## config.mk

```make
export PLATFORM = sky130hd
export DESIGN_NAME = ex_mem_stage
export DESIGN_NICKNAME = d
export VERILOG_FILES = /design/src/rtl/ex_mem_stage.sv
export SDC_FILE = /design/constraint.sdc
export NUM_CORES = 1
export LEC_CHECK = 0
export BUFFER_PORTS_ARGS = -buffer_cell sky130_fd_sc_hd__buf_2
export CAP_MARGIN = 20
export CORE_MARGIN = 2
export CORE_UTILIZATION = 45
export DETAILED_ROUTE_END_ITERATION = 6
export GPL_TIMING_DRIVEN = 0
export PLACE_DENSITY = 0.91
export SLEW_MARGIN = 20
export SYNTH_ARGS = -nofsm -noshare
export SYNTH_HDL_FRONTEND = slang
export SYNTH_SLANG_ARGS = --single-unit
```

## constraint.sdc

```tcl
create_clock -name clk -period 5.95 [get_ports clk]
set_input_delay 0.2975 -clock clk [delete_from_list [all_inputs] [get_ports clk]]
set_output_delay 0.2975 -clock clk [all_outputs]
set_load 0.01 [all_outputs]
```

## src/rtl/ex_mem_stage.sv

```systemverilog
// EX/MEM pipeline register: captures ALU flags and EX control, resolves beq/bne, traps on signed overflow.
// Latency 1 cycle; stall holds all mem_* state, flush or TRAP inserts bubbles; no backpressure beyond stall.
module ex_mem_stage #(
   parameter int CNT_W = 8
) (
   input  logic             clk,
   input  logic             rst,
   input  logic             stall,
   input  logic             flush,
   input  logic             ex_valid,
   input  logic [31:0]      ex_pc,
   input  logic [31:0]      alu_result,
   input  logic             alu_zero,
   input  logic             alu_overflow,
   input  logic             alu_carryout,
   input  logic [31:0]      rt_data,
   input  logic [4:0]       dest_reg,
   input  logic             reg_write,
   input  logic             mem_read,
   input  logic             mem_write,
   input  logic             mem_to_reg,
   input  logic             branch_eq,
   input  logic             branch_ne,
   input  logic             ovf_trap_en,
   input  logic [31:0]      branch_target,
   input  logic             exc_ack,
   output logic             mem_valid,
   output logic [31:0]      mem_alu_result,
   output logic             mem_carry,
   output logic [31:0]      mem_store_data,
   output logic [4:0]       mem_dest_reg,
   output logic             mem_reg_write,
   output logic             mem_mem_read,
   output logic             mem_mem_write,
   output logic             mem_mem_to_reg,
   output logic             pc_redirect,
   output logic [31:0]      redirect_target,
   output logic             exc_overflow,
   output logic [31:0]      epc,
   output logic [CNT_W-1:0] ovf_count
);

   typedef enum logic {RUN = 1'b0, TRAP = 1'b1} state_t;

   state_t state, state_nxt;
   logic   capture;
   logic   ovf_hit;
   logic   trap;
   logic   taken;

   always_comb begin
      capture = ~flush & ~stall & (state == RUN) & ex_valid;
      ovf_hit = ovf_trap_en & alu_overflow;
      trap    = capture & ovf_hit;
      taken   = capture & ~ovf_hit & ((branch_eq & alu_zero) | (branch_ne & ~alu_zero));
   end

   always_ff @(posedge clk or posedge rst) begin
      if (rst) state <= RUN;
      else     state <= state_nxt;
   end

   // The ack releases TRAP even under stall; trap entry only happens from RUN.
   always_comb begin
      state_nxt = state;
      case (state)
         RUN:     if (trap)    state_nxt = TRAP;
         TRAP:    if (exc_ack) state_nxt = RUN;
         default:              state_nxt = RUN;
      endcase
   end

   always_comb begin
      exc_overflow = (state == TRAP);
   end

   always_ff @(posedge clk or posedge rst) begin
      if (rst) begin
         mem_valid       <= 1'b0;
         mem_alu_result  <= '0;
         mem_carry       <= 1'b0;
         mem_store_data  <= '0;
         mem_dest_reg    <= '0;
         mem_reg_write   <= 1'b0;
         mem_mem_read    <= 1'b0;
         mem_mem_write   <= 1'b0;
         mem_mem_to_reg  <= 1'b0;
         pc_redirect     <= 1'b0;
         redirect_target <= '0;
         epc             <= '0;
         ovf_count       <= '0;
      end else begin
         pc_redirect <= taken;
         if (taken) redirect_target <= branch_target;
         if (trap) begin
            epc <= ex_pc;
            if (ovf_count != {CNT_W{1'b1}}) ovf_count <= ovf_count + CNT_W'(1);
         end
         if (flush || !stall) begin
            if (capture) begin
               mem_valid      <= 1'b1;
               mem_alu_result <= alu_result;
               mem_carry      <= alu_carryout;
               mem_store_data <= rt_data;
               mem_dest_reg   <= dest_reg;
               mem_reg_write  <= reg_write  & ~ovf_hit;
               mem_mem_read   <= mem_read   & ~ovf_hit;
               mem_mem_write  <= mem_write  & ~ovf_hit;
               mem_mem_to_reg <= mem_to_reg & ~ovf_hit;
            end else begin
               mem_valid      <= 1'b0;
               mem_alu_result <= '0;
               mem_carry      <= 1'b0;
               mem_store_data <= '0;
               mem_dest_reg   <= '0;
               mem_reg_write  <= 1'b0;
               mem_mem_read   <= 1'b0;
               mem_mem_write  <= 1'b0;
               mem_mem_to_reg <= 1'b0;
            end
         end
      end
   end

endmodule
```

==> key figures <==
Outcome
  – Outcome: finished, final reports clean

Global routing
  – Largest net degree at the start of global routing: 83
  – Vias in the first global route: 4677
  – Initial antenna violation count: 0
  – Total global-route track usage: 23.6%
  – First-pass GRT wire length: 23600 µm
  – GRT Residual Overflow: 0

Die
  – I/O pins: 298
  – Die Area: 13500 µm²
  – Row cnt: 40
  – Die width: 116 µm
  – Die height: 116 µm
  – Initial Util: 46.5%
  – Core area: 12200 µm²

Drt
  – Via Count: 4620
  – Drt first-iter violations: 262
  – Vias/cell: 5.02
  – Pre-antenna DRT Iters: 4
  – Antenna-violating nets left: 0
  – DRC Markers: 0
  – Routed len/inst: 17.2 µm
  – Routed WL: 15800 µm

Critical path
  – Critical Path Max Stage Delay: 430 ps
  – Critical Path AT: 2520 ps
  – CP max-delay cell: dfrtp_1
  – CP bufs+invs: 1
  – Crit path kind: reg -> reg
  – Critical Path RT: 6250 ps
  – Crit-path leading delay family: simple AND/OR/NAND/NOR gates
  – CP max FO: 8
  – Critical path cell sequence: nor4b_1, clkbuf_1, nand3_1, nor3_1, mux2_2
  – CP startpoint kind: flop
  – CP Capture Type: flop

STA
  – Final setup fails: 0
  – Post-route setup TNS: 0 ps
  – Worst-margin pin slew: 535 ps
  – Worst Skew: 5.59 ps
  – Unrepaired setup endpoints after global routing: false
  – Max Freq: 0.451 GHz
  – Crit share post-route: 37.3%
  – Fin. Hold Viols: 0
  – Final worst slack: 3730 ps
  – Slew Limit Fails: 0
  – Min cycle time layout: 2220 ps
  – Max transition margin: 64.3%

Power and ir drop
  – Leak: 4.45 nW
  – Worst vdd ir: 0.172 mV
  – Design Power: 2.75 mW
  – Power Density: 345 nW/µm²

Placed design
  – I/O Buffers: 297
  – Post-DP HPWL: 11600 µm
  – Pre-CTS setup slack: 3590 ps
  – GP Congestion: 0.801
  – Post-DP Area: 7390 µm²

Cells and area
  – Syn-to-layout area delta: 40.9%
  – Share of cells above drive strength 1: 50.7%
  – Most frequent cells in the layout: 301 x buf_2, 149 x dfrtp_1, 102 x nand2_1
  – Ant. Diodes: 0
  – Layout Nets: 889
  – Most common cell after layout, fill and taps aside: buf_2
  – Final instance area: 7970 µm²
  – Fillers: 907

Clocking
  – H-tree depth: 4
  – Post-CTS Setup Bufs: 0
  – Clk pin slew, worst setup/hold paths: 60 ps
  – Sink Count: 149
  – CTS buffer count: 17
  – Hold Buf Count CTS: 1
  – Clk root buf: clkbuf_16
  – Clock buffer depth: 2
  – Clock Latency Late Sink: 420 ps
  – CTS tree: done
  – PostCTS Resize Cnt: 0

Logic synthesis
  – Yosys warns: 0
  – FF+latch count, synth: 149
  – Register area share after synthesis: 65.9%
  – Mapped Area: 5660 µm²
  – Post-Syn Nets: 571
  – Post-Syn Instances: 421
  – Yosys cell types: 30
  – Syn_area_per_cell: 13.4 µm²

Worst hold path
  – Type of the most critical hold path: in -> reg

Run
  – Max Cap Viol: 0
-- synthesized netlist by cell type (all sizes together) --
library cell	n	share of area, %
and3	2	0.22
dfrtp	149	66
o21ai	4	0.35
nand4	2	0.22
and2b	2	0.29
inv	3	0.20
a21oi	4	0.55
buf	9	1.7
nor3	2	0.18
nor4b	1	0.15
nor2	2	0.13
or4b	1	0.24
a22o	74	12
xnor2	3	0.46
mux2	35	8.9
nand3	3	0.27
nand2	102	6.8
mux2i	1	0.18
or2	1	0.11
and2	1	0.11
clkbuf	18	1.2
a31oi	1	0.11
ha	1	0.22
-- tightest hold or removal path: cells and delay by family --
kind / cells / cell delay (ps)
buffers and inverters: 1 / 80
AND/OR/NAND/NOR: 2 / 80
-- where the power goes --
group / internal, mW / switching (mW)
clock: 0.607 / 0.413
sequential: 1.15 / 0.0825
combinational: 0.249 / 0.251
total: 2.01 / 0.746
-- area by class of cell --
class	instances	area, µm²	share of cell area (%)
Sequential cell	149	3730	46.8
Multi-Input combinational cell	242	1750	22.0
Timing Repair Buffer	299	1520	19.1
Clock buffer	21	470	5.90
Tap cell	168	210	2.64
Buffer	27	163	2.04
Clock inverter	11	101	1.27
Inverter	3	18.8	0.235
-- logic make-up (layout without fill, tap and decap cells) --
family	count (synthesis)	count (layout)	share of synthesized area, %
fa+ha+maj	1	1	0.221
xor+xnor	3	3	0.465
flops	149	149	65.9
mux	36	36	9.07
simple gates	119	119	8.69
compound gates	83	83	12.6
buf+inv	30	361	3.07
-- per-layer routing --
| metal | track usage, % | up-vias | share of wire (%) |
|---|---|---|---|
| met5 | 0 | - | 0 |
| met4 | 11.8 | 0 | 3.2 |
| met3 | 7.58 | 42 | 8.2 |
| met2 | 42.7 | 245 | 52 |
| met1 | 24.8 | 2224 | 36 |
| li1 | - | 2109 | - |
-- path summary, 6_finish.rpt --
kind / from / endpoint / slack (ps) / cells past startpoint
min: ex_pc[22] / epc[22] / 70 / 3
min in group asynchronous: rst / mem_alu_result[31] / 470 / 3
max in group asynchronous: rst / epc[17] / 4740 / 4
min reg2reg: epc[9] / epc[9] / 470 / 2
max: exc_overflow / ovf_count[7] / 3730 / 5
max reg2reg: exc_overflow / ovf_count[7] / 3730 / 5
-- through the flow --
stage,util (%),hold WS [ps],cells
global route,65.5,49.8,920
detailed placement,60.8,363,887
floorplan,-,394,421
finish,65.5,66.8,920
global placement,60.5,453,886
CTS,65.5,46.0,920
Note: power is estimated with default switching activity, not from simulation.
